**config.mk**
```make
export PLATFORM = sky130hd
export DESIGN_NAME = mem_loader_dumper
export DESIGN_NICKNAME = d
export VERILOG_FILES = /design/src/rtl/loader_pkg.sv /design/src/rtl/mem_port_mux.sv /design/src/rtl/mem_loader_dumper.sv
export SDC_FILE = /design/constraint.sdc
export NUM_CORES = 1
export LEC_CHECK = 0
export CAP_MARGIN = 20
export CORE_ASPECT_RATIO = 1.1
export CORE_UTILIZATION = 25
export DETAILED_ROUTE_END_ITERATION = 7
export HOLD_SLACK_MARGIN = 0.03
export PLACE_DENSITY = 0.64
export SLEW_MARGIN = 15
export SYNTH_ARGS = -nofsm -noshare
export SYNTH_HDL_FRONTEND = slang
export SYNTH_SLANG_ARGS = --single-unit
```
**constraint.sdc**
```tcl
create_clock -name clk -period 1.6 [get_ports clk]
set_clock_uncertainty 0.05 [all_clocks]
set_input_delay 0.32 -clock clk [delete_from_list [all_inputs] [get_ports clk]]
set_output_delay 0.32 -clock clk [all_outputs]
set_load 0.02 [all_outputs]
```
**src/rtl/loader_pkg.sv**
```systemverilog
// Shared types and helpers for the memory load/run/dump sequencer.
package loader_pkg;

  // Sequencer phase; encoding is fixed so it can be probed externally.
  typedef enum logic [1:0] {
    LOAD = 2'd0,
    RUN  = 2'd1,
    DUMP = 2'd2,
    DONE = 2'd3
  } state_t;

  // Highest address of a memory with aw address bits.
  function automatic int unsigned LAST_ADDR(input int unsigned aw);
    return (32'd1 << aw) - 32'd1;
  endfunction

endpackage

```
**src/rtl/mem_port_mux.sv**
```systemverilog
// Selects which agent drives the single memory port, keyed by sequencer phase.
module mem_port_mux
  import loader_pkg::*;
#(
  parameter int unsigned addr_width = 8,
  parameter int unsigned data_width = 8
) (
  input  state_t                  state,
  input  logic                    load_write,
  input  logic [addr_width-1:0]   load_addr,
  input  logic [data_width-1:0]   load_wdata,
  input  logic [addr_width-1:0]   dump_addr,
  input  logic                    cpu_write,
  input  logic [addr_width-1:0]   cpu_addr,
  input  logic [data_width-1:0]   cpu_wdata,
  output logic                    mem_write,
  output logic [addr_width-1:0]   mem_addr,
  output logic [data_width-1:0]   mem_wdata
);

  // Loader writes in LOAD, CPU owns the port in RUN, dump reads in DUMP, idle in DONE.
  always_comb begin
    mem_write = 1'b0;
    mem_addr  = '0;
    mem_wdata = '0;
    case (state)
      LOAD: begin
        mem_write = load_write;
        mem_addr  = load_addr;
        mem_wdata = load_write ? load_wdata : '0;
      end
      RUN: begin
        mem_write = cpu_write;
        mem_addr  = cpu_addr;
        mem_wdata = cpu_wdata;
      end
      DUMP: begin
        mem_addr  = dump_addr;
      end
      default: begin
        mem_write = 1'b0;
      end
    endcase
  end

endmodule

```
**src/rtl/mem_loader_dumper.sv**
```systemverilog
// Load/run/dump sequencer owning the memory port between a CPU and its memory.
// Optional CPU-initiated early stop is enabled by defining LOADER_HALT_EN.
module mem_loader_dumper
  import loader_pkg::*;
#(
  parameter int unsigned addr_width  = 8,
  parameter int unsigned data_width  = 8,
  parameter int unsigned count_width = 16,
  parameter int unsigned run_cycles  = 30
) (
  input  logic                    clk,
  input  logic                    rst,
  input  logic                    in_valid,
  output logic                    in_ready,
  input  logic [data_width-1:0]   in_data,
  output logic                    out_valid,
  input  logic                    out_ready,
  output logic [addr_width-1:0]   out_addr,
  output logic [data_width-1:0]   out_data,
  output logic                    cpu_rst,
  input  logic                    cpu_write,
  input  logic [addr_width-1:0]   cpu_addr,
  input  logic [data_width-1:0]   cpu_wdata,
  output logic [data_width-1:0]   cpu_rdata,
  output logic                    mem_write,
  output logic [addr_width-1:0]   mem_addr,
  output logic [data_width-1:0]   mem_wdata,
  input  logic [data_width-1:0]   mem_rdata,
`ifdef LOADER_HALT_EN
  input  logic                    cpu_halt,
  output logic                    halted,
`endif
  output logic                    done
);

  state_t                  state;
  state_t                  state_nxt;
  logic [addr_width-1:0]   load_ptr;
  logic [addr_width-1:0]   dump_ptr;
  logic [count_width-1:0]  count;
  logic                    load_fire;
  logic                    dump_fire;
  logic                    load_last;
  logic                    dump_last;
  logic                    run_last;
  logic                    halt_req;

  // Transfer qualifiers; loads are suppressed while reset is held.
  assign load_fire = (state == LOAD) && in_valid && !rst;
  assign dump_fire = (state == DUMP) && out_ready;
  assign load_last = (load_ptr == addr_width'(LAST_ADDR(addr_width)));
  assign dump_last = (dump_ptr == addr_width'(LAST_ADDR(addr_width)));
  assign run_last  = (count == count_width'(run_cycles - 1));

`ifdef LOADER_HALT_EN
  assign halt_req = (state == RUN) && cpu_halt;
`else
  assign halt_req = 1'b0;
`endif

  // Handshake and status outputs depend only on the registered phase.
  assign in_ready  = (state == LOAD);
  assign out_valid = (state == DUMP);
  assign cpu_rst   = (state != RUN);
  assign done      = (state == DONE);
  assign out_addr  = dump_ptr;
  assign out_data  = mem_rdata;
  assign cpu_rdata = mem_rdata;

  // Phase register.
  always_ff @(posedge clk or posedge rst) begin
    if (rst) state <= LOAD;
    else     state <= state_nxt;
  end

  // Phase sequencing: load all words, run for the budget (or until halt), dump all words.
  always_comb begin
    state_nxt = state;
    case (state)
      LOAD: if (load_fire && load_last)  state_nxt = RUN;
      RUN:  if (run_last || halt_req)    state_nxt = DUMP;
      DUMP: if (dump_fire && dump_last)  state_nxt = DONE;
      DONE: state_nxt = DONE;
      default: state_nxt = LOAD;
    endcase
  end

  // Load/dump pointers wrap naturally at the top of memory; counter tracks RUN clocks.
  always_ff @(posedge clk or posedge rst) begin
    if (rst) begin
      load_ptr <= '0;
      dump_ptr <= '0;
      count    <= '0;
    end else begin
      if (load_fire)     load_ptr <= load_ptr + addr_width'(1);
      if (dump_fire)     dump_ptr <= dump_ptr + addr_width'(1);
      if (state == RUN)  count    <= count + count_width'(1);
    end
  end

`ifdef LOADER_HALT_EN
  // Sticky record that RUN ended on a CPU halt request.
  always_ff @(posedge clk or posedge rst) begin
    if (rst)           halted <= 1'b0;
    else if (halt_req) halted <= 1'b1;
  end
`endif

  mem_port_mux #(
    .addr_width (addr_width),
    .data_width (data_width)
  ) u_mux (
    .state      (state),
    .load_write (load_fire),
    .load_addr  (load_ptr),
    .load_wdata (in_data),
    .dump_addr  (dump_ptr),
    .cpu_write  (cpu_write),
    .cpu_addr   (cpu_addr),
    .cpu_wdata  (cpu_wdata),
    .mem_write  (mem_write),
    .mem_addr   (mem_addr),
    .mem_wdata  (mem_wdata)
  );

endmodule

```
==> metrics.md <==
| Metric | Value |
|---|---|
| Status | finished, violations left |
| Failing checks | negative setup slack |
| H-Tree Depth | 2 |
| Seq/Total Area, Yosys | 44.0% |
| # IOs | 82 |
| Crit path buf inv count | 5 |
| Number of max-cap violations | 0 |
| First drt pass iteration count | 4 |
| Synth Area in Compound Gates | 7.70% |
| Netlist cell types | 35 |
| Port buffer count | 57 |
| Total Wirelength | 4940 microns |
| Post-Synth XOR/XNOR Area | 13.1% |
| Final HPWL DP | 3300 microns |
| Maximum VDD drop | 0.000311 V |
| Final Hold Violating Endpoints | 0 |
| Synth Net Count | 230 |
| GRT Util Overall | 12.4% |
| Actual slew at the worst max-slew pin | 0.308 ns |
| Yosys warns | 0 |
| RR Startpoint | state[1] |
| Sequential group share of total power | 41.5% |
| Net switching power | 703 uW |
| Grt ovf | 0 |
| Capturing point of the worst reg2reg path | count[15] |
| Num CTS Buffers | 5 |
| RSZ-0062 raised after global routing | yes |
| # rows | 33 |
| First-pass GRT wire length | 7670 microns |
| CP max-delay cell | dfrtp_2 |
| Sw Share | 29.7% |
| Largest family of logic cells by synthesized area | simple AND/OR/NAND/NOR gates |
| Die Y | 94.3 microns |
| Setup tns final | -8.93 ns |
| Hold WC Path Type | in2async |
| Max Clk Rate | 511 MHz |
| Post-Syn Area | 1930 sq um |
| Initial antenna violation count | 0 |
| Layout cells sized above 1 | 37.9% |
| Area of the multi-input gates | 1010 sq um |
| Placer Congestion | 0.756 |
| Worst reg2reg setup slack | -0.34 ns |
| Arr. time, crit path | 1.59 ns |
| Final worst-path cycle share | 122% |
| Vias in the first global route | 1639 |
| Comb power frac | 30.9% |
| CTS tree | done |
| Most frequent cells in the layout | buf_4, dfrtp_1, clkdlybuf4s50_1 |
| Largest net degree at the start of global routing | 35 |
| Clock Power Share | 27.7% |
| Die area | 8090 sq um |
| #FFs+latches synth | 34 |
| Synth Area in Adders | 2.59% |
| Root Buffer | clkbuf_8 |
| Net count, final | 320 |
| Worst Setup End Kind | output pin |
| Via count | 1662 |
| Syn Inst Count | 189 |
| Worst Path Max Fanout | 7 |
| Slew HR | 79.4% |
| Worst r2r path cells | 8 |
| Storage cell area | 853 sq um |
| Antenna viol nets, final | 0 |
| Clk buf depth | 2 |
| Average cell area after synthesis | 10.2 sq um |
| Internal power | 1.67 mW |
| Diode count | 0 |
| Simple-Gate Fraction of Synth Area | 18.1% |
| Slew Viols, Final | 0 |
| Worst path cell trace | buf_4 > buf_6 > and2b_4 > inv_2 > buf_4 > buf_6 |
| Core Region | 7470 sq um |
| Fillers | 720 |
| Clock slew at reported path FFs | 0.07 ns |
| Worst-Skew Late Latency | 0.29 ns |
| Worst setup SP type | flip-flop |
| WL/cell | 12.8 microns |
| Sink Count | 34 |
| Starting Density | 25.9% |
| Hold buffers post-CTS | 0 |
| Most common cell after layout, fill and taps aside | buf_4 |
| Final routed DRC violation total | 0 |
| Die width | 85.9 microns |
| Area Growth Syn to Fin | 61.4% |
| Hold Slack | 0.226 ns |
| Power Density | 759 nW/um^2 |
| Vias per Instance | 4.32 |
| CP Class | reg2out |
| Setup ws final | -0.359 ns |
| Power Total | 2.37 mW |
| Setup Viol. Count Final | 41 |
| Initial DRC count | 22 |
| CP delay by family, top | buffers and inverters |
| Slowest cell delay on critical path | 0.44 ns |
| Mux contribution to synthesized area | 5.30% |
| Final min period | 1.96 ns |
| Data required, critical path | 1.23 ns |
| Leak Pwr | 1.47 nW |
[registers in the layout, summed over array words and instances (netlist names)]
register / cells
out_addr: 8
state: 2
count: 16
load_ptr: 8
[cell usage after synthesis]
master | count | share of area (%)
o31a_1 | 1 | 0.45
dfrtp_1 | 34 | 44
xnor2_1 | 22 | 10
xor2_1 | 7 | 3.2
nor4b_1 | 1 | 0.45
inv_1 | 4 | 0.78
or2_2 | 1 | 0.32
a22o_1 | 8 | 3.6
o22ai_1 | 1 | 0.32
and3_1 | 5 | 1.6
and2_1 | 1 | 0.32
a21o_1 | 1 | 0.39
buf_2 | 3 | 0.78
nor4b_4 | 1 | 1.2
buf_4 | 18 | 7.0
and2b_2 | 1 | 0.45
nand2_1 | 22 | 4.3
clkbuf_1 | 1 | 0.19
clkbuf_2 | 1 | 0.26
and4_1 | 1 | 0.45
nor3_4 | 1 | 0.84
nor3_1 | 1 | 0.26
mux2_2 | 2 | 1.2
nand4_1 | 11 | 3.6
mux2i_1 | 8 | 4.1
o21ai_0 | 8 | 2.1
o21bai_1 | 1 | 0.39
nand3_1 | 6 | 1.6
a221oi_1 | 1 | 0.45
and3b_1 | 1 | 0.45
ha_1 | 4 | 2.6
nor4_1 | 2 | 0.65
inv_2 | 1 | 0.19
nor2b_1 | 1 | 0.32
nor2_1 | 7 | 1.4
[tightest hold or removal path: cells and delay by family]
family	cells	cell delay (ns)
buffers and inverters	3	0.60
[timing repair]
action,CTS,global route
pin swaps,15,20
endpoints found under the setup margin,46,44
endpoints found under the hold margin,0,0
gates resized for setup,157,23
gates cloned,4,1
setup buffers,9,8
[power by group through the flow]
stage	logic, mW	registers (mW)	clock network [mW]
2_1_floorplan	0.349	1.02	0
3_3_place_gp	0.709	0.990	0
3_5_place_dp	0.717	0.991	0
4_1_cts	0.716	0.981	0.677
5_1_grt	0.789	0.989	0.716
6_report	0.732	0.982	0.656
[logic make-up (layout without fill, tap and decap cells)]
group                    count (synthesis)  after routing
AND/OR/NAND/NOR                         63             64
XOR/XNOR                                29             29
flip-flops                              34             34
multiplexers                            10             10
AO/OA/AOI/OAI                           21             21
adder cells (fa/ha/maj)                  4              4
buffers and inverters                   28            118
[routing by layer]
layer | routed length, microns | up-vias | global-route usage (%)
met3 | 209 | 9 | 3.87
li1 | - | 814 | -
met5 | 0 | - | 0
met1 | 2140 | 800 | 14.6
met2 | 2520 | 39 | 21.0
met4 | 74 | 0 | 4.31
[metrics by stage]
| stage | std cells | util (%) | area [sq um] | setup WS [ns] |
|---|---|---|---|---|
| floorplan | 189 | - | 1940 | -0.0392 |
| global placement | 359 | 36.4 | 2720 | -0.746 |
| detailed placement | 359 | 36.4 | 2720 | -0.778 |
| CTS | 379 | 40.1 | 2990 | -0.351 |
| global route | 385 | 41.8 | 3120 | -0.425 |
| finish | 385 | 41.8 | 3120 | -0.359 |
[how the worst max path moves through the flow]
| stage | from | endpoint | depth (start not counted) |
|---|---|---|---|
| floorplan | state[0] | mem_wdata[0] | 4 |
| global placement | rst | mem_wdata[2] | 5 |
| detailed placement | rst | mem_wdata[3] | 5 |
| CTS | state[0] | mem_wdata[1] | 4 |
| global route | state[1] | count[13] | 8 |
| finish | state[1] | cpu_rst | 6 |
[cell type report]
cell class,instances,share of cell area [%]
clock buffers,7,2.76
clock inverters,1,0.160
inverters,5,0.601
multi-input cells,128,32.4
flip-flops and latches,34,27.3
well taps,105,4.21
repair buffers,105,32.6
Note: power is estimated with default switching activity, not from simulation.
